### config.mk
export PLATFORM = sky130hd
export DESIGN_NAME = array_reduce_kernel_flat
export DESIGN_NICKNAME = d
export VERILOG_FILES = /design/src/rtl/array_reduce_pkg.sv /design/src/rtl/array_reduce_kernel_if.sv /design/src/rtl/array_reduce_alu.sv /design/src/rtl/array_reduce_kernel.sv /design/src/flat_wrapper.sv
export SDC_FILE = /design/constraint.sdc
export NUM_CORES = 1
export LEC_CHECK = 0
export ABC_CLOCK_PERIOD_IN_PS = 6910
export CAP_MARGIN = 10
export CORE_ASPECT_RATIO = 1.4
export CORE_MARGIN = 1.5
export CORE_UTILIZATION = 40
export CTS_BUF_LIST = sky130_fd_sc_hd__clkbuf_2
export CTS_CLUSTER_SIZE = 10
export DETAILED_ROUTE_END_ITERATION = 8
export HOLD_SLACK_MARGIN = 0.03
export SLEW_MARGIN = 20
export SYNTH_ARGS = -nofsm -noshare
export SYNTH_HDL_FRONTEND = slang
export SYNTH_HIERARCHICAL = 1
export SYNTH_SLANG_ARGS = --single-unit
### constraint.sdc
create_clock -name clk -period 6.91 [get_ports clk]
set_input_delay 1.382 -clock clk [delete_from_list [all_inputs] [get_ports clk]]
set_output_delay 1.382 -clock clk [all_outputs]
set_load 0.1 [all_outputs]
### src/rtl/array_reduce_pkg.sv
// Shared types and identity values for the array reduction kernel.
// Latency: n/a. Backpressure: n/a.
package array_reduce_pkg;

    typedef enum logic [1:0] {
        OP_SUM = 2'd0,
        OP_MAX = 2'd1,
        OP_MIN = 2'd2,
        OP_XOR = 2'd3
    } op_t;

    typedef enum logic [1:0] {
        ST_IDLE,
        ST_RUN,
        ST_DRAIN,
        ST_DONE
    } state_t;

    // Identities are all-zeros or all-ones, so store the fill bit and replicate.
    localparam logic ID_FILL_SUM = 1'b0;
    localparam logic ID_FILL_MAX = 1'b0;
    localparam logic ID_FILL_MIN = 1'b1;
    localparam logic ID_FILL_XOR = 1'b0;

    function automatic logic id_fill(input op_t op);
        case (op)
            OP_SUM:  return ID_FILL_SUM;
            OP_MAX:  return ID_FILL_MAX;
            OP_MIN:  return ID_FILL_MIN;
            default: return ID_FILL_XOR;
        endcase
    endfunction

endpackage

### src/rtl/array_reduce_kernel_if.sv
// Memory-side bus of the reduction kernel: memory clock, read port, write port.
// Latency: read data returns a fixed number of cycles after the request. Backpressure: none.
interface array_reduce_kernel_if #(
    parameter int DATA_W = 32,
    parameter int ADDR_W = 10
);
    logic              arr_clk;
    logic              arr_read_en;
    logic [ADDR_W-1:0] arr_read_addr_arg;
    logic [DATA_W-1:0] arr_read_val_ret;
    logic              arr_write_en;
    logic [ADDR_W-1:0] arr_write_addr_arg;
    logic [DATA_W-1:0] arr_write_val_arg;

    modport master (
        output arr_clk, arr_read_en, arr_read_addr_arg,
        input  arr_read_val_ret,
        output arr_write_en, arr_write_addr_arg, arr_write_val_arg
    );

    modport slave (
        input  arr_clk, arr_read_en, arr_read_addr_arg,
        output arr_read_val_ret,
        input  arr_write_en, arr_write_addr_arg, arr_write_val_arg
    );
endinterface

### src/rtl/array_reduce_alu.sv
// Combine step of the reduction: folds one element into the accumulator.
// Latency: combinational. Backpressure: none.
module array_reduce_alu
    import array_reduce_pkg::*;
#(
    parameter int DATA_W = 32
) (
    input  op_t               op,
    input  logic [DATA_W-1:0] acc,
    input  logic [DATA_W-1:0] elem,
    output logic [DATA_W-1:0] nxt
);
    always_comb begin
        nxt = acc;
        unique case (op)
            OP_SUM: nxt = acc + elem;
            OP_MAX: nxt = (elem > acc) ? elem : acc;
            OP_MIN: nxt = (elem < acc) ? elem : acc;
            OP_XOR: nxt = acc ^ elem;
        endcase
    end
endmodule

### src/rtl/array_reduce_kernel.sv
// Reduces n memory elements (SUM/MAX/MIN/XOR); ARRAY_REDUCE_PREFIX_WB_EN adds SUM prefix write-back.
// Latency: finish n+RD_LAT+1 cycles after start (+1 with write-back on SUM). Backpressure: none, start ignored while busy.
module array_reduce_kernel
    import array_reduce_pkg::*;
#(
    parameter int DATA_W = 32,
    parameter int ADDR_W = 10,
    parameter int RD_LAT = 1
) (
    input  logic                  clk,
    input  logic                  rst_n,
    input  logic                  start,
    output logic                  finish,
    input  logic [ADDR_W-1:0]     n,
    input  logic [1:0]            op,
    output logic [DATA_W-1:0]     res,
    array_reduce_kernel_if.master mem
);
    localparam logic [RD_LAT-1:0] VLD_TAIL = RD_LAT'(1) << (RD_LAT - 1);

    state_t            state;
    op_t               op_in;
    op_t               op_q;
    logic [ADDR_W-1:0] n_q;
    logic [ADDR_W-1:0] rd_addr;
    logic              rd_en;
    logic [RD_LAT-1:0] vld;
    logic [DATA_W-1:0] acc;
    logic [DATA_W-1:0] acc_next;
    logic [DATA_W-1:0] alu_out;
    logic              consume;
    logic              wb_on;
    logic              drain_done;

    assign op_in   = op_t'(op);
    assign consume = vld[RD_LAT-1];

    array_reduce_alu #(.DATA_W(DATA_W)) u_alu (
        .op   (op_q),
        .acc  (acc),
        .elem (mem.arr_read_val_ret),
        .nxt  (alu_out)
    );

    assign acc_next = consume ? alu_out : acc;

    // With write-back the last prefix write needs one more cycle after the final consume.
    assign drain_done = wb_on ? (vld == '0) : ((vld & ~VLD_TAIL) == '0);

    always_ff @(posedge clk or negedge rst_n) begin
        if (!rst_n) begin
            state   <= ST_IDLE;
            op_q    <= OP_SUM;
            n_q     <= '0;
            rd_addr <= '0;
            rd_en   <= 1'b0;
            vld     <= '0;
            acc     <= '0;
            res     <= '0;
            finish  <= 1'b0;
        end else begin
            finish <= 1'b0;
            vld    <= (vld << 1) | RD_LAT'(rd_en);
            acc    <= acc_next;
            case (state)
                ST_IDLE: begin
                    if (start) begin
                        op_q    <= op_in;
                        n_q     <= n;
                        rd_addr <= '0;
                        acc     <= {DATA_W{id_fill(op_in)}};
                        if (n != '0) begin
                            state <= ST_RUN;
                            rd_en <= 1'b1;
                        end else begin
                            state  <= ST_DONE;
                            finish <= 1'b1;
                            res    <= {DATA_W{id_fill(op_in)}};
                        end
                    end
                end
                ST_RUN: begin
                    if (rd_addr == n_q - ADDR_W'(1)) begin
                        rd_en <= 1'b0;
                        state <= ST_DRAIN;
                    end else begin
                        rd_addr <= rd_addr + ADDR_W'(1);
                    end
                end
                ST_DRAIN: begin
                    if (drain_done) begin
                        state  <= ST_DONE;
                        finish <= 1'b1;
                        res    <= acc_next;
                    end
                end
                ST_DONE: state <= ST_IDLE;
                default: state <= ST_IDLE;
            endcase
        end
    end

    assign mem.arr_clk           = clk;
    assign mem.arr_read_en       = rd_en;
    assign mem.arr_read_addr_arg = rd_addr;

`ifdef ARRAY_REDUCE_PREFIX_WB_EN
    logic [ADDR_W-1:0] cons_idx;
    logic              wr_en;
    logic [ADDR_W-1:0] wr_addr;
    logic [DATA_W-1:0] wr_val;
    logic              wr_now;

    assign wb_on  = (op_q == OP_SUM);
    assign wr_now = consume && wb_on;

    always_ff @(posedge clk or negedge rst_n) begin
        if (!rst_n) begin
            cons_idx <= '0;
            wr_en    <= 1'b0;
            wr_addr  <= '0;
            wr_val   <= '0;
        end else begin
            wr_en   <= wr_now;
            wr_addr <= wr_now ? cons_idx : '0;
            wr_val  <= wr_now ? acc_next : '0;
            if (state == ST_IDLE) begin
                cons_idx <= '0;
            end else if (consume) begin
                cons_idx <= cons_idx + ADDR_W'(1);
            end
        end
    end

    assign mem.arr_write_en       = wr_en;
    assign mem.arr_write_addr_arg = wr_addr;
    assign mem.arr_write_val_arg  = wr_val;
`else
    assign wb_on                  = 1'b0;
    assign mem.arr_write_en       = 1'b0;
    assign mem.arr_write_addr_arg = '0;
    assign mem.arr_write_val_arg  = '0;
`endif
endmodule

### src/flat_wrapper.sv
// flat-port wrapper written by rule: the top's interface ports become plain ports
module array_reduce_kernel_flat import array_reduce_pkg::*;
#(
    parameter int DATA_W = 32,
    parameter int ADDR_W = 10,
    parameter int RD_LAT = 1
)
  (clk, rst_n, start, finish, n, op, res, mem_arr_clk, mem_arr_read_en, mem_arr_read_addr_arg, mem_arr_read_val_ret, mem_arr_write_en, mem_arr_write_addr_arg, mem_arr_write_val_arg);
  array_reduce_kernel_if #(.DATA_W(DATA_W), .ADDR_W(ADDR_W)) mem_i ();
  input  logic clk;
  input  logic rst_n;
  input  logic start;
  output logic finish;
  input  logic [ADDR_W-1:0] n;
  input  logic [1:0] op;
  output logic [DATA_W-1:0] res;
  output wire logic [$bits(mem_i.arr_clk)-1:0] mem_arr_clk;
  output wire logic [$bits(mem_i.arr_read_en)-1:0] mem_arr_read_en;
  output wire logic [$bits(mem_i.arr_read_addr_arg)-1:0] mem_arr_read_addr_arg;
  input wire logic [$bits(mem_i.arr_read_val_ret)-1:0] mem_arr_read_val_ret;
  output wire logic [$bits(mem_i.arr_write_en)-1:0] mem_arr_write_en;
  output wire logic [$bits(mem_i.arr_write_addr_arg)-1:0] mem_arr_write_addr_arg;
  output wire logic [$bits(mem_i.arr_write_val_arg)-1:0] mem_arr_write_val_arg;
  assign mem_arr_clk = mem_i.arr_clk;
  assign mem_arr_read_en = mem_i.arr_read_en;
  assign mem_arr_read_addr_arg = mem_i.arr_read_addr_arg;
  assign mem_i.arr_read_val_ret = mem_arr_read_val_ret;
  assign mem_arr_write_en = mem_i.arr_write_en;
  assign mem_arr_write_addr_arg = mem_i.arr_write_addr_arg;
  assign mem_arr_write_val_arg = mem_i.arr_write_val_arg;
  array_reduce_kernel #(.DATA_W(DATA_W), .ADDR_W(ADDR_W), .RD_LAT(RD_LAT)) u_core (.clk(clk), .rst_n(rst_n), .start(start), .finish(finish), .n(n), .op(op), .res(res), .mem(mem_i));
endmodule
==> impl_metrics.toml <==
[critical_path]
timing.rr.start = "u_core/acc[7]"
cp_max_fo = 2
r2r-end = "u_core/res[16]"
crit_type = "clock port to primary output"
cp-start-kind = "clock port"
path_common_cell = "clkbuf_2"
slowest_delay_ns = 0.95
cp.arrival_ns = 4.58
worst-r2r-cell-count = 15
critPathCaptureType = "primary output"
path_buf_inv = 3
crit_chain = "clkbuf_2, clkbuf_2, clkdlybuf4s50_1"
cp_top_family = "buffers and inverters"
rrSetupSlack_ns = 2.62
crit_slowest_cell = "clkdlybuf4s50_1"
cp_data_required_time_ns = 5.53

[clock_tree]
clk_pin_slew_ns = 0.24
clk-insertion-delay-late_ns = 0.74
cts_resized = 0
post-cts-setup-buffers = 0
cts_tree = "built"
holdBufCountCts = 0

[global_route]
grt_max_degree = 65
overflow = 0
grt_pass1_wl_microns = 41300
grtUsageTotal = 0.227
antenna_found_initial = 0
first_global_vias = 7818

[yosys]
synth-seq-cells = 91
synth_ff_type = "dfrtp_1"
synth.avg_cell_area_sq_um = 8.08
synth-warning-count = 6
synth-edff-count = 0
yosys.area.top_type = "dfrtp_1"
synth_seq_area_share = 0.255
syn_area_sq_um = 8920
async_reset_ff_frac = 1.00
synth_cells = 1104
synth_top_area_share = 0.255
synthTopCellsByArea = "dfrtp_1, ha_1, mux2i_1, a21oi_1, nand2_1"
synth_cell_types = 76

[job]
maxCapViolations = 0

[placement]
dp_hpwl_microns = 18500
place.gp.congestion = 0.910
portBuffers = 91

[hold_path]
hp-class = "register to register"
hold_start = "u_core/mem.arr_read_en"
holdPathEnd = "u_core/consume"
hold_depth = 0

[detailed_routing]
post_drt_wl_per_cell_microns = 17.9
drc = 0
dr.pass1.iters = 5
vias = 7948
drt-initial-drc-count = 509
via_per_inst = 5.50
drtAntennaViolNets = 0
wirelength_microns = 25900

[floorplan]
initial_core_util = 0.408
die_x_microns = 129
core_area_sq_um = 21900
num_rows = 64
ios = 135
chipHeight_microns = 180
dieArea_sq_um = 23200

[timing]
drv_slew = 0
max_slew_margin = 0.245
setup_viol = 0
fin_skew_ns = 0.0599
rsz0062_at_grt = "no"
hold_violations = 0
final.setup.tns_ns = 0
worst_pin_slew_ns = 1.13

[layout]
drive_gt1_frac = 0.0670
utilization = 0.457
final_cell_mix = "nand2_1, nor2_1, clkdlybuf4s50_1, dfrtp_1, a21oi_1"
antenna_cells = 0
area_delta_synth_final_pct = 11.9
nNetsFinal = 1260
final_common_cell = "nand2_1"

[run_status]
status = "finished clean"
==> layer usage <==
metal	vias up	global-route usage	wire [microns]
met5	-	0	0
met1	3821	0.272	10600
met3	35	0.0310	1290
li1	3856	-	-
met4	0	0.0872	675
met2	236	0.406	13300
==> through the flow <==
step | std cells | cell area, sq um | hold WS (ns) | setup slack, ns
after floorplan | 1146 | 9080 | 0.448 | 1.86
after global placement | 1427 | 9810 | 0.440 | 1.13
after detailed placement | 1427 | 9810 | 0.443 | 1.13
after CTS | 1446 | 9980 | 0.496 | 0.928
after global routing | 1446 | 9980 | 0.507 | 0.905
final | 1446 | 9980 | 0.492 | 0.946
==> cell families after synthesis <==
kind of cell    share of synthesized area
buf+inv                             0.104
compound gates                      0.194
other cells                      0.000420
flops                               0.255
simple gates                        0.186
xor+xnor                           0.0334
mux                                 0.130
fa+ha+maj                          0.0976
==> synthesized netlist by cell type, types with 5 or more instances <==
cell type	number
nand2_1	107
nor2_1	100
dfrtp_1	91
a21oi_1	88
o21ai_0	78
ha_1	68
inv_1	67
clkbuf_1	50
mux2i_1	49
nor2b_1	46
buf_4	44
xnor2_1	26
o211ai_1	21
mux2_1	19
buf_2	17
nand3_1	17
nor3_1	14
mux2_2	13
mux4_2	11
nand2b_1	11
o221ai_1	11
o21ai_1	10
nand4_1	9
xor2_1	8
o31ai_1	7
a21o_1	6
a221oi_1	6
nor3b_1	6
nor4_1	6
a211oi_1	5
and3_1	5
or3_1	5
==> worst max-delay path by stage <==
stage          startpoint          end  slack (ns)  depth (start not counted)
2_1_floorplan         clk  mem_arr_clk        1.86                          1
3_3_place_gp          clk  mem_arr_clk        1.13                          1
3_5_place_dp          clk  mem_arr_clk        1.13                          1
4_1_cts               clk  mem_arr_clk        0.93                          3
5_1_grt               clk  mem_arr_clk        0.90                          3
6_report              clk  mem_arr_clk        0.95                          3
==> area by class of cell <==
| cell class | count | area (sq um) |
|---|---|---|
| clock inverters | 5 | 103 |
| well taps | 297 | 372 |
| fillers | 2193 | 11900 |
| flip-flops and latches | 91 | 2280 |
| inverters | 69 | 259 |
| clock buffers | 15 | 80.1 |
| repair buffers | 102 | 988 |
| multi-input cells | 867 | 5900 |
==> flip-flops by register name, indices dropped and copies added (netlist names) <==
signal                        flops
u_core/acc                       32
u_core/res                       32
u_core/mem.arr_read_addr_arg     10
u_core/n_q                       10
u_core/op_q                       2
u_core/state                      2
u_core/consume                    1
u_core/finish                     1
u_core/mem.arr_read_en            1
Power is not shown: default switching activity piles up to over one toggle a cycle in this logic, so the estimate is an artifact.
==> RTL change: new RTL, same flow settings <==
Register the output `res` once more, cleared by the reset; this adds one clock of latency there. The other outputs are not delayed to match.
--- a/src/rtl/array_reduce_kernel.sv
+++ b/src/rtl/array_reduce_kernel.sv
@@ -17,6 +17,8 @@
     array_reduce_kernel_if.master mem
 );
     localparam logic [RD_LAT-1:0] VLD_TAIL = RD_LAT'(1) << (RD_LAT - 1);
+
+    logic [DATA_W-1:0] res_s0;
 
     state_t            state;
     op_t               op_in;
@@ -56,7 +58,7 @@
             rd_en   <= 1'b0;
             vld     <= '0;
             acc     <= '0;
-            res     <= '0;
+            res_s0  <= '0;
             finish  <= 1'b0;
         end else begin
             finish <= 1'b0;
@@ -75,7 +77,7 @@
                         end else begin
                             state  <= ST_DONE;
                             finish <= 1'b1;
-                            res    <= {DATA_W{id_fill(op_in)}};
+                            res_s0 <= {DATA_W{id_fill(op_in)}};
                         end
                     end
                 end
@@ -91,7 +93,7 @@
                     if (drain_done) begin
                         state  <= ST_DONE;
                         finish <= 1'b1;
-                        res    <= acc_next;
+                        res_s0 <= acc_next;
                     end
                 end
                 ST_DONE: state <= ST_IDLE;
@@ -141,5 +143,13 @@
     assign mem.arr_write_addr_arg = '0;
     assign mem.arr_write_val_arg  = '0;
 `endif
+    always_ff @(posedge clk or negedge rst_n) begin
+        if (!rst_n) begin
+            res <= '0;
+        end else begin
+            res <= res_s0;
+        end
+    end
+
 endmodule
 
Check against the original RTL: not equivalent (Yosys sat finds a counterexample within 4 cycles, from zero or initial values and one cycle with rst_n low).
==> RTL change against the original RTL <==
  * Hold slack got worse by 0.14 ns
  * Highest routed layer unchanged
  * Setup slack got worse by 0.0071 ns
  * First-iteration DRC count shrank 22%
  * Wire length fell by 1.3%
  * Synthesized cell count is 2.3% higher
  * Via count is 1.5% higher
  * Die area up 9.1%
  * Global-route usage is 1.7 points lower
  * Sequential cell count up 32
  * Design area up 8.8%
  * Synthesized area is 9.3% higher
==> RTL change: results (changes against the original RTL) <==
| Metric | Value |
|---|---|
| Status | `finished clean` |
| Seq cells post-synth | `123 (+35%)` |
| Initial DRT Pass Iterations | `5 (unchanged)` |
| Place WS | `0.843 ns (-0.290 ns)` |
| Post-synth ARST share | `100% (unchanged)` |
| Via/cell ratio | `5.38 (-2.2%)` |
| Iter 0 DRT Violations | `397 (-22%)` |
| Crit Path Max Fanout | `3 (+1)` |
| WHS | `0.353 ns (-0.139 ns)` |
| Clk_buf instances | `21 (+6)` |
| Antenna violations before repair | `1 (+1)` |
| Post-synthesis cell type count | `79 (+3.9%)` |
| Vias in the first global route | `8140 (+4.1%)` |
| Routing usage on met3 | `3.65% (+0.55 points)` |
| Worst Skew | `0.0566 ns (-0.00332 ns)` |
| Seq/Total Area, Yosys | `31.6% (+6.1 points)` |
| M1 wire length | `10.7 mm (+0.71%)` |
| Non-clock buffers, area share | `8.93% (-0.98 points)` |
| Detailed-routed wire length on met2 | `13.2 mm (-1.1%)` |
| Regs by FF count | `u_core/acc (32), u_core/res (32), u_core/res_s0 (32)` |
| FF+latch area | `0.00308 mm^2 (+35%)` |
| Total wire length | `25.6 mm (-1.3%)` |
| Gpl congestion | `0.893 (-1.9%)` |
| Worst-Margin Slew | `1.12 ns (-0.0143 ns)` |
| Clock-cell share | `2.11% (+0.28 points)` |
| Antenna cells | `1 (+1)` |
| Post-layout nets | `1292 (+2.5%)` |
| Clk_lat worst skew | `0.85 ns (+0.11 ns)` |
| Syn Area/Cell | `8.63 um^2 (+6.8%)` |
| Fillers | `2404 (+9.6%)` |
| Metal3 WL | `1.00 mm (-22%)` |
| Dpl cells | `1464 (+2.6%)` |
| Slack of the critical path | `0.939 ns (-0.00706 ns)` |
| Clock transition at the registers of the reported paths | `0.26 ns (+0.02 ns)` |
| Footprint of the multi-input gates | `0.00592 mm^2 (+0.34%)` |
| Layout cells sized above 1 | `7.99% (+1.3 points)` |
| Reg-to-reg setup timing slack | `2.33 ns (-0.29 ns)` |
| DP Wirelength | `17.7 mm (-4.6%)` |
| Area delta synth->final | `11.4%` |
| Buffers outside the clock class | `99 (-2.9%)` |
| Multi-input gate count | `858 (-1.0%)` |
| Wire length per cell | `17.0 um (-4.8%)` |
| Commonest cells in the netlist | `123 x dfrtp_1, 100 x nand2_1, 96 x nor2_1` |
| Met1 usage | `25.1% (-2.1 points)` |
| Total track usage | `21.1% (-1.7 points)` |
| Grt met2 use | `36.9% (-3.7 points)` |
| Largest cells by area after synthesis | `dfrtp_1 32%, ha_1 8.7%, mux2i_1 4.7%` |
| Inverter count | `73 (+5.8%)` |
| Placement Cell Area | `0.0106 mm^2 (+8.5%)` |
| First-pass GRT wire length | `41.8 mm (+1.3%)` |
==> RTL change: cell families (layout without fill, tap and decap cells) <==
group                      count (synthesis)  count (layout)  synth area share (%)
xor gates and xnor gates                  34              34                  3.06
buffers and inverters                    190             208                  9.54
adders and majority gates                 69              69                  8.93
DFF                                      123             123                  31.6
other                                      1              44                0.0385
AOI/OAI and AO/OA                        286             286                  18.7
and+or+nand+nor                          332             332                  16.3
muxes                                     94              94                  11.8
==> RTL change: final timing paths <==
path	startpoint	to	depth (start not counted)
setup / recovery	clk	mem_arr_clk	3
hold / removal	u_core/res_s0[12]	u_core/res[12]	0
setup reg to reg	u_core/acc[15]	u_core/res_s0[7]	15
hold reg to reg	u_core/res_s0[12]	u_core/res[12]	0
max in group asynchronous	rst_n	u_core/res[19]	2
min in group asynchronous	rst_n	u_core/acc[12]	1
==> RTL change: critical path: stages <==
cell and delay (ns):
clkbuf_2 0.08, clkbuf_2 0.09, clkdlybuf4s50_1 0.95
